`src/rtl/hazard_fwd_unit.sv`:
```
`default_nettype none
// ============================================================================
// hazard_fwd_unit : EX-stage forwarding selects, load-use stall, branch flush
// Revision 1.0
// ============================================================================
module hazard_fwd_unit #(
  parameter int REG_AW = 5,
  parameter int CNT_W  = 16
) (
  input  logic              clk,
  input  logic              rst,
  input  logic              d_valid,
  input  logic [REG_AW-1:0] d_rs1,
  input  logic [REG_AW-1:0] d_rs2,
  input  logic              d_use_rs1,
  input  logic              d_use_rs2,
  input  logic [REG_AW-1:0] d_rd,
  input  logic              d_regwrite,
  input  logic              d_memread,
  input  logic              branch_taken_e,
  output logic [1:0]        forward_a,
  output logic [1:0]        forward_b,
  output logic              stall_f,
  output logic              stall_d,
  output logic              flush_d,
  output logic              flush_e,
  output logic [CNT_W-1:0]  stall_count
);

  logic              r_e_valid;
  logic [REG_AW-1:0] r_e_rs1;
  logic [REG_AW-1:0] r_e_rs2;
  logic              r_e_use_rs1;
  logic              r_e_use_rs2;
  logic [REG_AW-1:0] r_e_rd;
  logic              r_e_regwrite;
  logic              r_e_memread;

  // The MEM-stage load flag is not kept: a load in MEM never stalls ID.
  logic              r_m_valid;
  logic [REG_AW-1:0] r_m_rd;
  logic              r_m_regwrite;

  logic              r_w_valid;
  logic [REG_AW-1:0] r_w_rd;
  logic              r_w_regwrite;

  logic [CNT_W-1:0]  r_stall_count;

  logic w_m_writer;
  logic w_w_writer;
  logic w_e_writer;
  logic w_e_reads_a;
  logic w_e_reads_b;
  logic w_mm_a;
  logic w_mw_a;
  logic w_mm_b;
  logic w_mw_b;
  logic w_lu;

  // Only writers of a non-zero register can produce a hazard.
  assign w_m_writer  = r_m_valid && r_m_regwrite && (r_m_rd != '0);
  assign w_w_writer  = r_w_valid && r_w_regwrite && (r_w_rd != '0);
  assign w_e_writer  = r_e_valid && r_e_regwrite && (r_e_rd != '0);
  assign w_e_reads_a = r_e_valid && r_e_use_rs1;
  assign w_e_reads_b = r_e_valid && r_e_use_rs2;

  assign w_mm_a = w_m_writer && w_e_reads_a && (r_m_rd == r_e_rs1);
  assign w_mw_a = w_w_writer && w_e_reads_a && (r_w_rd == r_e_rs1);
  assign w_mm_b = w_m_writer && w_e_reads_b && (r_m_rd == r_e_rs2);
  assign w_mw_b = w_w_writer && w_e_reads_b && (r_w_rd == r_e_rs2);

  assign forward_a = {w_mw_a, w_mm_a};
  assign forward_b = {w_mw_b, w_mm_b};

  assign w_lu = w_e_writer && r_e_memread && d_valid &&
                ((d_use_rs1 && (d_rs1 == r_e_rd)) ||
                 (d_use_rs2 && (d_rs2 == r_e_rd)));

  // A taken branch squashes the ID instruction, so it overrides a load-use stall.
  always_comb begin
    stall_f = 1'b0;
    stall_d = 1'b0;
    flush_d = 1'b0;
    flush_e = 1'b0;
    if (branch_taken_e) begin
      flush_d = 1'b1;
      flush_e = 1'b1;
    end else if (w_lu) begin
      stall_f = 1'b1;
      stall_d = 1'b1;
      flush_e = 1'b1;
    end
  end

  assign stall_count = r_stall_count;

  always_ff @(posedge clk) begin
    if (rst) begin
      r_e_valid     <= 1'b0;
      r_e_rs1       <= '0;
      r_e_rs2       <= '0;
      r_e_use_rs1   <= 1'b0;
      r_e_use_rs2   <= 1'b0;
      r_e_rd        <= '0;
      r_e_regwrite  <= 1'b0;
      r_e_memread   <= 1'b0;
      r_m_valid     <= 1'b0;
      r_m_rd        <= '0;
      r_m_regwrite  <= 1'b0;
      r_w_valid     <= 1'b0;
      r_w_rd        <= '0;
      r_w_regwrite  <= 1'b0;
      r_stall_count <= '0;
    end else begin
      r_w_valid    <= r_m_valid;
      r_w_rd       <= r_m_rd;
      r_w_regwrite <= r_m_regwrite;

      r_m_valid    <= r_e_valid;
      r_m_rd       <= r_e_rd;
      r_m_regwrite <= r_e_regwrite;

      if (flush_e) begin
        r_e_valid    <= 1'b0;
        r_e_rs1      <= '0;
        r_e_rs2      <= '0;
        r_e_use_rs1  <= 1'b0;
        r_e_use_rs2  <= 1'b0;
        r_e_rd       <= '0;
        r_e_regwrite <= 1'b0;
        r_e_memread  <= 1'b0;
      end else begin
        r_e_valid    <= d_valid;
        r_e_rs1      <= d_rs1;
        r_e_rs2      <= d_rs2;
        r_e_use_rs1  <= d_use_rs1;
        r_e_use_rs2  <= d_use_rs2;
        r_e_rd       <= d_rd;
        r_e_regwrite <= d_regwrite;
        r_e_memread  <= d_memread;
      end

      if (w_lu && !branch_taken_e && (r_stall_count != {CNT_W{1'b1}})) begin
        r_stall_count <= r_stall_count + CNT_W'(1);
      end
    end
  end

endmodule
`default_nettype wire
```
`config.mk`:
```
export PLATFORM = sky130hd
export DESIGN_NAME = hazard_fwd_unit
export DESIGN_NICKNAME = d
export VERILOG_FILES = /design/src/rtl/hazard_fwd_unit.sv
export SDC_FILE = /design/constraint.sdc
export NUM_CORES = 1
export LEC_CHECK = 0
export CORE_MARGIN = 1.5
export CORE_UTILIZATION = 51
export CTS_CLUSTER_DIAMETER = 120
export DETAILED_ROUTE_END_ITERATION = 12
export PLACE_DENSITY = 0.84
export REMOVE_ABC_BUFFERS = 1
export SLEW_MARGIN = 30
export SYNTH_ARGS = -nofsm -noshare
export SYNTH_HDL_FRONTEND = slang
export SYNTH_SLANG_ARGS = --single-unit
```
`constraint.sdc`:
```
create_clock -name clk -period 2.15 [get_ports clk]
set_clock_uncertainty 0.2 [all_clocks]
set_input_delay 0.43 -clock clk [delete_from_list [all_inputs] [get_ports clk]]
set_output_delay 0.43 -clock clk [all_outputs]
set_load 0.05 [all_outputs]
```
==> results.yml <==
setup_path:
  path_max_fanout: 2
  critical_path_class: "flip-flop to output port"
  r2r-start: "r_e_rd[2]$_SDFF_PP0_"
  critical_path.cell_chain: "or4_1, o211ai_1, nor4_1, buf_4"
  cp_slowest_cell: "or4_1"
  endpoint_kind: "output port"
  start_kind: "flip-flop"
  slowest_delay_ns: 0.52
  arrival_ns: 1.74
  crit_required_ns: 1.52
  rrSetupSlack_ns: -0.06
  reg2reg_to: "stall_count[5]$_SDFFE_PP0P_"
  ff2ff_path_depth: 7
detailed_routing:
  dr.pass1.iters: 4
  vias: 2095
  wl_um: 6630
  ant_nets: 0
  avgViaCountPerCell: 5.79
  drtIter0Drc: 163
  drc: 0
  routedWlPerCell_um: 18.3
timing:
  period_share_pct: 110
  hold_ws_ns: 0.188
  rsz0062_at_grt: "true"
  fin_crit_ns: 2.37
  setup_violations: 14
  drv_slew: 0
  slew_headroom_pct: 66.6
  tightestPinTransition_ns: 0.500
  finalHoldViolations: 0
  fmax_ghz: 0.422
  finalWorstSetupSlack_ns: -0.217
cells_and_area:
  nets: 332
  syn2layout_area_growth_pct: 47.7
  mostFrequentLayoutCells: "buf_4 (43), dfxtp_1 (35), and2_1 (21)"
  layout_commonest_cell: "buf_4"
  layout-drive-gt1-share_pct: 39.5
  fill_cells: 268
  utilization_pct: 77.7
floorplan:
  die_area_um2: 4870
  rows: 24
  fp.dieW_um: 69.8
  initial_core_util_pct: 52.6
  boundaryPins: 47
  core_area_um2: 4320
  die-height_um: 69.8
cts:
  clockRootBuffer: "clkbuf_8"
  clockBufferDepth: 2
  clock_latency_ns: 0.31
  cts_tree: "done"
  cts_sinks: 50
  clk_pin_slew_worst_paths_ns: 0.10
  htree_levels: 2
  cts_hold_buf: 0
  numCtsBuffers: 5
global_route:
  grt_first_pass_wirelength_um: 9080
  antenna_found_initial: 1
  grt_overflow_total: 0
  track_usage_pct: 23.6
  grt_max_degree: 21
  grt_pass1_vias: 1898
logic_synthesis:
  synth_edf_count: 0
  synthCells: 239
  yosysSeqAreaShare_pct: 44.0
  synth_flop_cell: "dfxtp_1"
  yosys_warnings: 0
  syn-mean-instance-area_um2: 9.51
  ys_types: 40
  ys_async_sr_fraction_pct: 0
  synthesis.area_um2: 2270
  ys_ff_latch: 50
pwr:
  internal_power_mw: 1.42
  p_clk_share_pct: 37.2
  p_seq_share_pct: 52.0
  p_sw_uw: 447
  power_density_nw_per_um2: 554
  ir_drop_mv: 0.461
  total_power_mw: 1.86
  leakagePower_nw: 1.29
  comb_power_share_pct: 10.9
  swShare_pct: 24.0
worst_hold_path:
  min_to: "r_e_rs2[1]$_SDFF_PP0_"
  hold_path_class: "input port to flip-flop"
  hold_depth: 2
  hold_start: "d_rs2[1]"
placement:
  globalplace.congestion: 0.867
  hpwl_um: 3870
  io_buffer_count: 46
  place_ws_ns: -0.430
run_status:
  outcome: "finished, violations left"
  violations: "setup timing"
run:
  cap_violations: 0
worst max path at each step:
stage,startpoint,cells after the start,slack [ns],endpoint
floorplan,r_m_rd[2]$_SDFF_PP0_,3,-0.62,forward_a[0]
global placement,d_valid,5,-0.40,stall_d
detailed placement,d_rs2[3],6,-0.43,stall_f
CTS,r_m_rd[1]$_SDFF_PP0_,4,-0.20,forward_a[0]
global route,r_w_rd[4]$_SDFF_PP0_,4,-0.26,forward_a[1]
finish,r_m_rd[1]$_SDFF_PP0_,4,-0.22,forward_b[0]
registers in the layout, indices dropped and copies added (netlist names), 5 cells and up:
signal	cells
r_w_rd	5
r_e_rs1	5
r_e_rs2	5
r_m_rd	5
stall_count	16
r_e_rd	5
final cells by class:
class / count / area [um^2] / area share (%)
clock inverters: 3 / 47.5 / 1.42
flip-flops and latches: 50 / 1030 / 30.7
clock buffers: 5 / 68.8 / 2.05
inverters: 1 / 3.75 / 0.112
diodes: 1 / 2.50 / 0.0745
multi-input cells: 172 / 1390 / 41.2
repair buffers: 78 / 756 / 22.5
well taps: 52 / 65.1 / 1.94
cells in the mapped netlist, types with 2 or more instances:
master    count  share of area, %
nand2_1       7               1.2
or3_1         5               1.4
nand4_1      15               4.1
buf_6         2              0.99
a21oi_1      15               3.3
o211ai_1      2              0.66
nand3_1       7               1.5
nor3_1        2              0.44
buf_4         7               2.3
dfxtp_1      50                44
xor2_1        4               1.5
o21ai_0       7               1.5
nand4b_1      2              0.77
and2_1       22               6.1
nor2b_1      16               4.4
and3_1        4               1.1
clkbuf_1      6              0.99
xnor2_1      26                10
nor2_1        2              0.33
o31ai_1       6               2.0
or4_1         8               2.6
nor4_1        6               1.7
cells by family (layout without fill, tap and decap cells):
kind of cell | Yosys count | after routing | share of synthesized area, %
buffers and inverters | 17 | 87 | 4.68
flip-flops | 50 | 50 | 44.0
AO/OA/AOI/OAI | 37 | 37 | 10.0
multiplexers | 2 | 2 | 1.10
XOR/XNOR | 30 | 30 | 11.6
AND/OR/NAND/NOR | 102 | 102 | 28.1
adder cells (fa/ha/maj) | 1 | 1 | 0.550
other | 0 | 1 | 0
layer usage:
layer  up-vias  share of wire (%)  wire length [um]  GRT usage (%)
met2        71                 52              3480           40.7
met4         0                2.2               143           7.26
li1        999                  -                 -              -
met5         -                  0                 0              0
met1      1012                 41              2730           30.2
met3        13                4.2               278           3.78
power by group through the flow:
stage                     Sequential [mW]  Combinational [mW]  Clock [mW]
after floorplan                     0.982              0.0696           0
after global routing                0.970               0.216       0.734
after CTS                           0.967               0.176       0.693
after detailed placement            0.989               0.162           0
final                               0.968               0.202       0.692
after global placement              0.988               0.158           0
per-stage QoR:
| stage | area (um^2) | std cells | TNS, ns |
|---|---|---|---|
| after CTS | 3100 | 356 | -0.912 |
| after global placement | 2840 | 338 | -9.62 |
| after floorplan | 2170 | 223 | -4.82 |
| after detailed placement | 2840 | 338 | -11.23 |
| after global routing | 3360 | 362 | -2.30 |
| final | 3360 | 362 | -1.35 |
critical path, delay by kind of cell, from the launching register on:
kind | cells | cell delay, ns
and+or+nand+nor | 2 | 0.62
DFF | 1 | 0.33
AOI/OAI and AO/OA | 1 | 0.27
buffers and inverters | 1 | 0.20
timing repair:
item,in CTS,in global routing
setup buffers,10,3
gates cloned,0,3
setup endpoints to repair,20,21
hold endpoints to repair,0,0
resized for setup,39,47
pin swaps,20,28
Power figures use the tool's default switching activity.
